$ cat config.mk
export PLATFORM = sky130hd
export DESIGN_NAME = ttc_count_event_lite30
export DESIGN_NICKNAME = d
export VERILOG_FILES = /design/src/rtl/ttc_count_event_lite30.sv
export SDC_FILE = /design/constraint.sdc
export NUM_CORES = 1
export LEC_CHECK = 0
export CORE_MARGIN = 3
export CORE_UTILIZATION = 58
export CTS_CLUSTER_DIAMETER = 30
export DETAILED_ROUTE_END_ITERATION = 16
export GPL_TIMING_DRIVEN = 0
export PLACE_DENSITY = 0.81
export SYNTH_ARGS = -nofsm -noshare
export SYNTH_HDL_FRONTEND = slang
export SYNTH_SLANG_ARGS = --single-unit
$ cat constraint.sdc
create_clock -name pclk30 -period 4.1 [get_ports pclk30]
set_input_delay 0.615 -clock pclk30 [delete_from_list [all_inputs] [get_ports pclk30]]
set_output_delay 0.615 -clock pclk30 [all_outputs]
set_load 0.02 [all_outputs]
$ cat src/rtl/ttc_count_event_lite30.sv
// ttc_count_event_lite30
// Lite triple-timer-counter event generator: one 16-bit up/down counter with
// overflow and interval modes, three match comparators and single-cycle
// interval / match / overflow / restart pulses for the interrupt stage.
// Optional feature macro: TTC_PRESCALER_EN (2^P prescaler taken from ctrl[8:5]).
// With the macro undefined every enabled cycle is a tick and ctrl[8:5] reads 0.
module ttc_count_event_lite30 (
    input  logic        pclk30,
    input  logic        n_p_reset30,
    input  logic [15:0] pwdata30,
    input  logic        cntr_ctrl_reg_sel30,
    input  logic        interval_reg_sel30,
    input  logic        match_1_reg_sel30,
    input  logic        match_2_reg_sel30,
    input  logic        match_3_reg_sel30,
    output logic [15:0] counter_val_out30,
    output logic [8:0]  cntr_ctrl_out30,
    output logic        interval_intr30,
    output logic [3:1]  match_intr30,
    output logic        overflow_intr30,
    output logic        restart30
);

    localparam logic [15:0] CNT_MAX  = 16'hFFFF;
    localparam logic [15:0] CNT_ZERO = 16'h0000;

    // Stored control fields
    logic        ctrl_dis;
    logic        ctrl_int;
    logic        ctrl_dec;
    logic        ctrl_men;
    logic [3:0]  ctrl_pre;

    // Interval and match registers
    logic [15:0] interval_reg;
    logic [15:0] match_1_reg;
    logic [15:0] match_2_reg;
    logic [15:0] match_3_reg;

    // Counter state and next-state terms
    logic [15:0] count;
    logic [15:0] cnt_nxt;
    logic        int_nxt;
    logic        ovf_nxt;
    logic [3:1]  match_nxt;
    logic [17:0] step_res;
    logic [15:0] restart_val;
    logic        restart_req;
    logic        pre_tick;
    logic        tick;

    // One up-count step: returns {interval_event, overflow_event, next_count}.
    // The interval compare is equality only, so an interval shrunk below the
    // current count lets the counter run on to FFFF and wrap as an overflow.
    function automatic logic [17:0] count_up_step(input logic [15:0] cur,
                                                  input logic        imode,
                                                  input logic [15:0] ivl);
        logic [17:0] res;
        if (imode && (cur == ivl)) begin
            res = {1'b1, 1'b0, CNT_ZERO};
        end else if (cur == CNT_MAX) begin
            res = {1'b0, 1'b1, CNT_ZERO};
        end else begin
            res = {1'b0, 1'b0, cur + 16'd1};
        end
        return res;
    endfunction

    // One down-count step: returns {interval_event, underflow_event, next_count}.
    function automatic logic [17:0] count_down_step(input logic [15:0] cur,
                                                    input logic        imode,
                                                    input logic [15:0] ivl);
        logic [17:0] res;
        if (cur == CNT_ZERO) begin
            if (imode) begin
                res = {1'b1, 1'b0, ivl};
            end else begin
                res = {1'b0, 1'b1, CNT_MAX};
            end
        end else begin
            res = {1'b0, 1'b0, cur - 16'd1};
        end
        return res;
    endfunction

    // A restart is a control write with bit 4 set; the bit itself is never stored
    assign restart_req = cntr_ctrl_reg_sel30 && pwdata30[4];

    // Restart load value follows the direction/mode being written alongside it
    assign restart_val = !pwdata30[2] ? CNT_ZERO :
                         (pwdata30[1] ? interval_reg : CNT_MAX);

    assign tick = !ctrl_dis && pre_tick;

`ifdef TTC_PRESCALER_EN
    logic [15:0] pre_cnt;
    logic [15:0] pre_mask;
    logic        pre_clr;

    // Terminal value of the prescaler is 2^P - 1; P = 0 gives a tick every cycle
    assign pre_mask = ~(16'hFFFF << ctrl_pre);
    assign pre_tick = (pre_cnt == pre_mask);
    assign pre_clr  = restart_req ||
                      (cntr_ctrl_reg_sel30 && (pwdata30[8:5] != ctrl_pre));

    // Prescale counter: advances on enabled cycles, holds its phase while disabled
    always_ff @(posedge pclk30 or negedge n_p_reset30) begin
        if (!n_p_reset30) begin
            pre_cnt <= 16'h0000;
        end else if (pre_clr) begin
            pre_cnt <= 16'h0000;
        end else if (!ctrl_dis) begin
            pre_cnt <= pre_tick ? 16'h0000 : pre_cnt + 16'd1;
        end
    end

    // Prescale field of the control register
    always_ff @(posedge pclk30 or negedge n_p_reset30) begin
        if (!n_p_reset30) begin
            ctrl_pre <= 4'd0;
        end else if (cntr_ctrl_reg_sel30) begin
            ctrl_pre <= pwdata30[8:5];
        end
    end
`else
    assign pre_tick = 1'b1;
    assign ctrl_pre = 4'd0;
`endif

    // Control register low bits; reset leaves the counter disabled
    always_ff @(posedge pclk30 or negedge n_p_reset30) begin
        if (!n_p_reset30) begin
            ctrl_dis <= 1'b1;
            ctrl_int <= 1'b0;
            ctrl_dec <= 1'b0;
            ctrl_men <= 1'b0;
        end else if (cntr_ctrl_reg_sel30) begin
            ctrl_dis <= pwdata30[0];
            ctrl_int <= pwdata30[1];
            ctrl_dec <= pwdata30[2];
            ctrl_men <= pwdata30[3];
        end
    end

    // Interval and match registers, each loaded by its own select strobe
    always_ff @(posedge pclk30 or negedge n_p_reset30) begin
        if (!n_p_reset30) begin
            interval_reg <= CNT_MAX;
            match_1_reg  <= CNT_ZERO;
            match_2_reg  <= CNT_ZERO;
            match_3_reg  <= CNT_ZERO;
        end else begin
            if (interval_reg_sel30) interval_reg <= pwdata30;
            if (match_1_reg_sel30)  match_1_reg  <= pwdata30;
            if (match_2_reg_sel30)  match_2_reg  <= pwdata30;
            if (match_3_reg_sel30)  match_3_reg  <= pwdata30;
        end
    end

    // Next count and event flags for a tick; matches compare against the new count
    always_comb begin
        cnt_nxt   = count;
        int_nxt   = 1'b0;
        ovf_nxt   = 1'b0;
        match_nxt = 3'b000;
        step_res  = {2'b00, count};
        if (tick) begin
            step_res = ctrl_dec ? count_down_step(count, ctrl_int, interval_reg)
                                : count_up_step(count, ctrl_int, interval_reg);
            cnt_nxt  = step_res[15:0];
            int_nxt  = step_res[17];
            ovf_nxt  = step_res[16];
            if (ctrl_men) begin
                match_nxt = {match_3_reg == cnt_nxt,
                             match_2_reg == cnt_nxt,
                             match_1_reg == cnt_nxt};
            end
        end
    end

    // Counter and event pulses; a restart overrides any coincident tick and its events
    always_ff @(posedge pclk30 or negedge n_p_reset30) begin
        if (!n_p_reset30) begin
            count           <= CNT_ZERO;
            interval_intr30 <= 1'b0;
            match_intr30    <= 3'b000;
            overflow_intr30 <= 1'b0;
            restart30       <= 1'b0;
        end else if (restart_req) begin
            count           <= restart_val;
            interval_intr30 <= 1'b0;
            match_intr30    <= 3'b000;
            overflow_intr30 <= 1'b0;
            restart30       <= 1'b1;
        end else begin
            count           <= cnt_nxt;
            interval_intr30 <= int_nxt;
            match_intr30    <= match_nxt;
            overflow_intr30 <= ovf_nxt;
            restart30       <= 1'b0;
        end
    end

    assign counter_val_out30 = count;
    assign cntr_ctrl_out30   = {ctrl_pre, 1'b0, ctrl_men, ctrl_dec, ctrl_int, ctrl_dis};

endmodule

-- Word-level counts from Yosys, hierarchy flattened
Index checks and enable logic that the tools add are counted.
- register bits: 90
- output and inout port bits: 31
- input bits: 23
- add/subtract/negate cells: 2
- muxes and demuxes: 19
- reductions and logical operators: 3
- equal/unequal tests: 6
- operators with widths (kind ; number):
    18-bit two-way mux ; 6
    16-bit == test ; 4
    16-bit two-way mux ; 4
    17-bit two-way mux ; 1
    16-bit by 1-bit adder with 16-bit output, second input constant ; 1
    16-bit == test, second input constant ; 1
    16-bit zero test ; 1
    16-bit by 1-bit subtractor with 16-bit output, second input constant ; 1
    3-bit two-way mux ; 3
    1-bit two-way mux ; 5
    1-bit logical AND ; 2
    2-bit by 1-bit inequality test with 1-bit output, second input constant ; 1

-- Longest topological paths before layout
Gate-level depths: netlist of the first run.
- depth after elaboration: 9
- mapped depth: 12

-- Worst setup path before layout of the first run
OpenSTA, ideal clock, no wires.
- path kind: reg2reg
- start: reg count[0] (netlist: counter_val_out30[0])
- end: reg match_intr30[2] in the netlist's numbering
- setup slack: 0.648 ns
- cell stages (with the launch flop): 13
- library setup time: 0.096 ns
- arrival: 3.357 ns
- cells stage by stage: dfrtp_1 clkbuf_1 inv_1 ha_1 nor4bb_1 nand4_1 or2_0 buf_2 o221a_4 nor3b_1 or4b_1 or4_1 nor4_2
- word-level cells in the longest chain between the ends: 9
- elaborated cells on any way between the ends: 16
- those cells by class: add/sub: 2; eq/ne: 3; mux: 9; reduce/logical: 2
- ends and longest elaborated chain (element ; RTL line ; RTL):
    start, declared ; 41 ; logic [15:0] count;
    start signal, assigned ; 190 ; count <= restart_val;
    start signal, assigned ; 196 ; count <= cnt_nxt;
    16-bit by 1-bit adder with 16-bit output (tied with other cells) ; 64 ; res = {1'b0, 1'b0, cur + 16'd1};
    17-bit two-way mux or 1-bit logical AND (tied branches) ; 61, 59 ;
    18-bit two-way mux ; 59 ; if (imode && (cur == ivl)) begin
    18-bit two-way mux ; 167 ; if (tick) begin
    18-bit two-way mux (*) ; 168 ; step_res = ctrl_dec ? count_down_step(count, ctrl_int, interval_reg)
    16-bit == test (*) ; 175 ; match_2_reg == cnt_nxt,
    3-bit two-way mux (*) ; 173 ; if (ctrl_men) begin
    3-bit two-way mux (*) ; 167 ;
    3-bit two-way mux (*) ; 189 ; end else if (restart_req) begin
    end signal, assigned ; 198 ; match_intr30 <= match_nxt;
    end, declared ; 19 ; output logic [3:1] match_intr30,
Mark *: on every way between the ends. The rest lies on a longest branch, timed or not. The select of a mux whose other input is x is not followed.
A chain may end at the register's enable or synchronous reset.

-- Final worst setup path of the first run
- start: reg count[1] (netlist: counter_val_out30[1])
- end: reg match_intr30[1] in the netlist's numbering
- word-level cells in the longest chain between the ends: 9
- elaborated cells on any way between the ends: 16
- those cells by class: add/sub: 2; eq/ne: 3; mux: 9; reduce/logical: 2
- ends and longest elaborated chain (element ; RTL line ; RTL):
    16-bit by 1-bit adder with 16-bit output (tied with other cells) ; 64 ;
    17-bit two-way mux or 1-bit logical AND (tied branches) ; 61, 59 ;
    18-bit two-way mux ; 59 ;
    18-bit two-way mux ; 167 ;
    18-bit two-way mux (*) ; 168 ;
    16-bit == test (*) ; 176 ; match_1_reg == cnt_nxt};
    3-bit two-way mux (*) ; 173 ;
    3-bit two-way mux (*) ; 167 ;
    3-bit two-way mux (*) ; 189 ;
Marked as above.

==> summary.txt, run 1 <==
STA
  • Worst Skew: ~0.016 ns
  • Final Cycle Share: 0.953
  • Setup-failing EPs final: 0
  • Total Neg Setup Slack: 0 ns
  • Final hold violations: 0
  • Fmax: approximately 260 MHz
  • Final worst slack: roughly 0.19 ns
  • Min cycle time layout: a little under 4 ns
  • Rel. slew slack: 0.396
  • Max-slew violations: 0
  • Setup repair after global routing missed its margin: false
  • Slew @ Worst Pin: a little over 0.9 ns

Power
  • Worst vdd ir: approximately 0.36 mV
  • Power Total: ~2.8 mW
  • Pleak: around 2.5 nW
  • Pwr Density: ~430 nW/um2

Yosys
  • Post-synth EDFFs: 0
  • Synth area leader: dfrtp_1
  • Complex-gate fraction of the synthesized area: 0.155
  • Distinct cells, synth: 71
  • Post-synth top area share: 0.324
  • Ys async rst share: 1.00
  • Post-synthesis simple-gate area fraction: 0.166
  • Top-count cell post-synth: dfrtp_1
  • Mapped Avg Cell Area: around 9.9 um2
  • Synth Flop Type: dfrtp_1
  • Synth Instances: 571
  • Register area share after synthesis: 0.403
  • Yosys reg bits: 90
  • Warnings, synthesis: 0
  • Largest family of logic cells by synthesized area: simple AND/OR/NAND/NOR gates
  • Commonest cells in the synthesized netlist: dfrtp_1, mux2_2, o21ai_0, xor2_1
  • Post-synthesis mux area share: 0.122
  • Adder-Cell Fraction of Synth Area: 0.00444
  • Area contributors post-synth: dfrtp_1, mux2_2, dfstp_2
  • Synth Area in XOR/XNOR: 0.0947
  • Mapped cell area: about 5600 um2

Floorplanning
  • FP Rows: 35
  • Die area: 10900 um2
  • Core region area: roughly 9300 um2
  • Die height: between 100 and 150 um
  • I/O pin total: 54
  • Starting Density: 0.605
  • Die W: between 100 and 150 um

Routing
  • Remaining DRCs: 0
  • Final WL: 17700 um
  • Drt pass-1 iters: 5
  • DR iter-0 viols: 579
  • Via Count: approximately 5100
  • DR WL/cell: about 23 um
  • Vias per inst: around 6.7
  • Detail Route Antenna Nets: 0

Finish
  • Util after Layout: 0.697
  • Fraction of layout cells with a size suffix above 1: 0.219
  • Layout Nets: ~660
  • Layout area overhead: 15.2%
  • ANT cells: 0

Clock network
  • H-tree lvl count: 3
  • Clk buf depth: 2
  • Worst-skew pair later-pin latency: around 0.36 ns
  • Clock root cell: clkbuf_8
  • Clock tree sinks: 90
  • CTS Buf Count: 9
  • Hold Buf Count CTS: 0
  • Worst-path clk slew: around 0.1 ns
  • CTS tree: done

GRT
  • Initial antenna violation count: 0
  • Vias in the first global route: 4871
  • Global route overflow: 0
  • First-pass GRT wire length: 27800 um
  • Largest net degree at the start of global routing: between 50 and 60
  • GRT Total Usage: 0.328

Placement
  • Gpl congestion: roughly 0.96
  • Post-placement setup slack: about 0.030 ns
  • Post-DP HPWL: around 13000 um
  • Port bufs: 44

Outcome
  • Status: complete, no violations

Worst setup path
  • Worst path arrival time: between 4 and 5 ns
  • Crit path kind: flip-flop to flip-flop
  • CP endpoint kind: flip-flop
  • Worst Path Max Fanout: 10
  • Req. time, crit path: ~4.3 ns
  • Startpoint types: flip-flop
  • R2R depth: 12

Run
  • Max capacitance violation total: 0

Worst hold path
  • Worst Hold Class: input pin to async pin
## logic make-up (layout without fill, tap and decap cells)
family / after synthesis / count (layout)
buffers and inverters: 64 / 125
and+or+nand+nor: 163 / 163
muxes: 61 / 61
adders and majority gates: 2 / 2
AOI/OAI and AO/OA: 129 / 129
other: 1 / 5
DFF: 90 / 90
xor gates and xnor gates: 61 / 61
## timing repair
action / 4_1_cts / 5_1_grt
setup buffers: 1 / 0
endpoints found under the setup margin: 1 / 3
resized for setup: 0 / 7
gates cloned: 0 / 0
## layout by cell type, fill, tap and decap left out, types with 5 or more instances in the layout
cell type and count:
dfrtp_1 73, mux2_2 61, o21ai_0 45, clkdlybuf4s50_1 43
xor2_1 34, nand2_1 27, xnor2_1 27, clkbuf_1 24
nor2_1 23, a21oi_1 20, nor3_1 19, dfstp_2 17
inv_1 16, nand4_1 15, buf_4 13, nand3_1 13
nor4_1 12, a211oi_1 12, or3_1 9, clkbuf_8 9
o211ai_1 7, buf_1 6, and3_1 5, or2_2 5
conb_1 5
## routing by layer
metal,up-vias,GRT usage,part of all wire
li1,2199,-,-
met1,2498,0.456,0.40
met2,327,0.514,0.45
met3,65,0.0636,0.099
met4,0,0.122,0.045
met5,-,0,0
## layout make-up
cell class / count / area (um2)
plain buffers: 47 / 239
clock buffers: 10 / 128
clock inverters: 6 / 48.8
fillers: 746 / 2830
inverters: 16 / 60.1
multi-input cells: 421 / 3120
flip-flops and latches: 90 / 2270
well taps: 129 / 161
repair buffers: 46 / 473
## path summary, 6_finish.rpt
check	end	slack, ns	from
setup / recovery	match_intr30[1]	0.19	counter_val_out30[1]
hold / removal	counter_val_out30[0]	0.19	n_p_reset30
setup reg to reg	match_intr30[1]	0.19	counter_val_out30[1]
hold reg to reg	match_2_reg[15]	0.54	match_2_reg[15]
max in group asynchronous	interval_reg[15]	3.21	n_p_reset30
min in group pclk30	match_2_reg[15]	0.54	match_2_reg[15]
## per-stage QoR
step,area [um2],hold WS [ns],instances
after global placement,6260,0.504,748
after CTS,6460,0.214,766
after detailed placement,6280,0.518,749
after floorplan,5650,0.319,575
after global routing,6500,0.214,765
final,6500,0.195,765
## where the power goes
group | switching (mW) | leakage, nW | internal, mW
Sequential | 0.105 | 1.05 | 1.00
Combinational | 0.677 | 1.33 | 0.446
Clock | 0.352 | 0.0795 | 0.226
Total | 1.13 | 2.46 | 1.68
## worst max-delay path: stages (launching register included)
cell and delay (ns):
dfrtp_1 0.41, clkbuf_1 0.22, inv_1 0.16, ha_2 0.29, nor4bb_2 0.27, nand4_1 0.22, or2_0 0.26, buf_2 0.21
o21ai_0 0.55, nor3_1 0.14, nor4b_1 0.41, o2111ai_1 0.24, nor4_1 0.40
Note: power is estimated with default switching activity, not from simulation.
==> inputs of run 2 (changes only) <==
--- a/config.mk
+++ b/config.mk
@@ -5,8 +5,10 @@
 export SDC_FILE = /design/constraint.sdc
 export NUM_CORES = 1
 export LEC_CHECK = 0
+export CAP_MARGIN = 20
 export CORE_MARGIN = 3
 export CORE_UTILIZATION = 58
+export CTS_BUF_LIST = sky130_fd_sc_hd__clkbuf_4 sky130_fd_sc_hd__clkbuf_8
 export CTS_CLUSTER_DIAMETER = 30
 export DETAILED_ROUTE_END_ITERATION = 16
 export GPL_TIMING_DRIVEN = 0
==> summary.txt, run 2 (synthesis results as in run 1) <==
Finish
  • Leading cell types in the layout, fill and taps excluded: dfrtp_1, mux2_2, o21ai_0
  • Fillers: about 750
  • Layout Nets: 656
  • Layout area overhead: 15.4%
  • Fraction of layout cells with a size suffix above 1: 0.222
  • Util after Layout: 0.698
  • Multi-input gate area: between 3000 and 4000 um2
  • Fin cells: 765
  • Design area: 6510 um2
  • Most common cell after layout, fill and taps aside: dfrtp_1
  • FF/Latch Area: 2270 um2
  • ANT cells: 0

Worst setup path
  • CP startpoint: counter_val_out30[1]
  • Startpoint types: flip-flop
  • Crit path kind: flip-flop to flip-flop
  • Worst path cell trace: clkbuf_1 > inv_1 > ha_2 > nor4bb_2 > nand4_1 > or2_0 > buf_2 > o221a_4 > nor3b_1 > or4b_1 > or4_1 > nor4_2
  • CP peak stage delay: around 0.52 ns
  • CP max stage cell: or4b_1
  • Worst Path Max Fanout: 10
  • Worst r2r src: counter_val_out30[1]
  • Req. time, crit path: 4.36 ns
  • CP endpoint kind: flip-flop
  • Top delay family on crit path: simple AND/OR/NAND/NOR gates
  • Worst path arrival time: 4.18 ns
  • Worst path buffer plus inverter count: 3

Routing
  • Drt pass-1 iters: 5
  • DR iter-0 viols: 567
  • Final WL: about 18000 um
  • Vias per inst: roughly 6.5
  • Remaining DRCs: 0
  • Via Count: ~5000
  • DR WL/cell: between 20 and 25 um
  • Detail Route Antenna Nets: 0

Power
  • Internal: between 1.5 and 2 mW
  • Pwr Density: between 400 and 500 nW/um2
  • Worst vdd ir: 0.361 mV
  • Pleak: ~2.5 nW
  • Sw frac: 0.404
  • Flop pwr share: 0.393
  • Sw Pwr: approximately 1.1 mW
  • Power Total: 2.82 mW
  • Combinational Power Share: 0.399
  • Clock network power share: 0.208

GRT
  • Global route overflow: 0
  • GRT Total Usage: 0.332
  • Most used routing layer: met2
  • Initial antenna violation count: 0
  • Met3 Use GR: 0.0642
  • First-pass GRT wire length: 28000 um
  • Largest net degree at the start of global routing: 58
  • Routing usage on met1: 0.456
  • Vias in the first global route: between 4000 and 5000
  • GRT met2 Usage: 0.535

STA
  • Final hold violations: 0
  • Min cycle time layout: around 3.9 ns
  • Max-slew violations: 0
  • WHS: 0.199 ns
  • Slew @ Worst Pin: roughly 0.9 ns
  • Worst Skew: around 0.016 ns
  • Total Neg Setup Slack: 0 ns
  • Final worst slack: about 0.18 ns
  • Setup repair after global routing missed its margin: false
  • Fmax: around 260 MHz
  • Setup-failing EPs final: 0
  • Final Cycle Share: 0.955
  • Rel. slew slack: 0.396

Worst hold path
  • Worst Hold Class: input pin to async pin

Placement
  • Placed inst area: 6280 um2
  • Post-placement setup slack: just under 0.03 ns
  • Post-DP HPWL: approximately 13000 um
  • Cells after DPL: ~750
  • Port bufs: 44
  • Gpl congestion: approximately 0.96

Floorplanning
  • Die area: 10900 um2
  • I/O pin total: 54
  • Die W: about 100 um
  • Core region area: a little over 9000 um2
  • FP Rows: 35
  • Die height: between 100 and 150 um
  • Starting Density: 0.605

Clock network
  • Clock tree sinks: 90
  • H-tree lvl count: 3
  • Clk buf depth: 2
  • CTS tree: done
  • Worst-path clk slew: 0.10 ns
  • Hold Buf Count CTS: 0
  • Worst-skew pair later-pin latency: ~0.37 ns
  • CTS Buf Count: 9
  • Clock root cell: clkbuf_8

Outcome
  • Status: complete, no violations

Run
  • Max capacitance violation total: 0
run 2: what timing repair did:
action | 4_1_cts | 5_1_grt
gates resized for setup | 0 | 8
setup endpoints to repair | 1 | 3
hold endpoints to repair | 0 | 0
setup buffers | 1 | 0
run 2: final cells by class:
class,instances,share of cell area
clock buffers,10,0.0202
multi-input cells,421,0.480
flip-flops and latches,90,0.349
clock inverters,6,0.00750
plain buffers,47,0.0367
repair buffers,46,0.0727
well taps,129,0.0248
inverters,16,0.00923
run 2: layer usage:
| metal | vias to the layer above | part of all wire |
|---|---|---|
| li1 | 2195 | - |
| met1 | 2482 | 0.41 |
| met2 | 273 | 0.46 |
| met3 | 48 | 0.087 |
| met4 | 0 | 0.034 |
| met5 | - | 0 |
run 2: worst paths after layout:
path	to	slack, ns	cells past startpoint
max in group asynchronous	interval_reg[7]	3.19	2
setup reg to reg	match_intr30[2]	0.18	12
hold reg to reg	match_1_reg[7]	0.54	1
min in group pclk30	match_1_reg[7]	0.54	1
hold / removal	counter_val_out30[0]	0.20	1
setup / recovery	match_intr30[2]	0.18	12
run 2: power by group through the flow:
stage | sequential (mW) | clock, mW | combinational (mW)
5_1_grt | 1.12 | 0.628 | 1.20
3_3_place_gp | 1.11 | 0 | 1.07
4_1_cts | 1.10 | 0.587 | 1.10
2_1_floorplan | 1.13 | 0 | 0.680
6_report | 1.11 | 0.587 | 1.13
3_5_place_dp | 1.12 | 0 | 1.08
run 2: worst register-to-register path, stage by stage, from the launching register on:
cell and delay (ns):
dfrtp_1 0.41, clkbuf_1 0.22, inv_1 0.16, ha_2 0.29, nor4bb_2 0.29, nand4_1 0.24, or2_0 0.26, buf_2 0.20
o221a_4 0.31, nor3b_1 0.13, or4b_1 0.52, or4_1 0.50, nor4_2 0.30
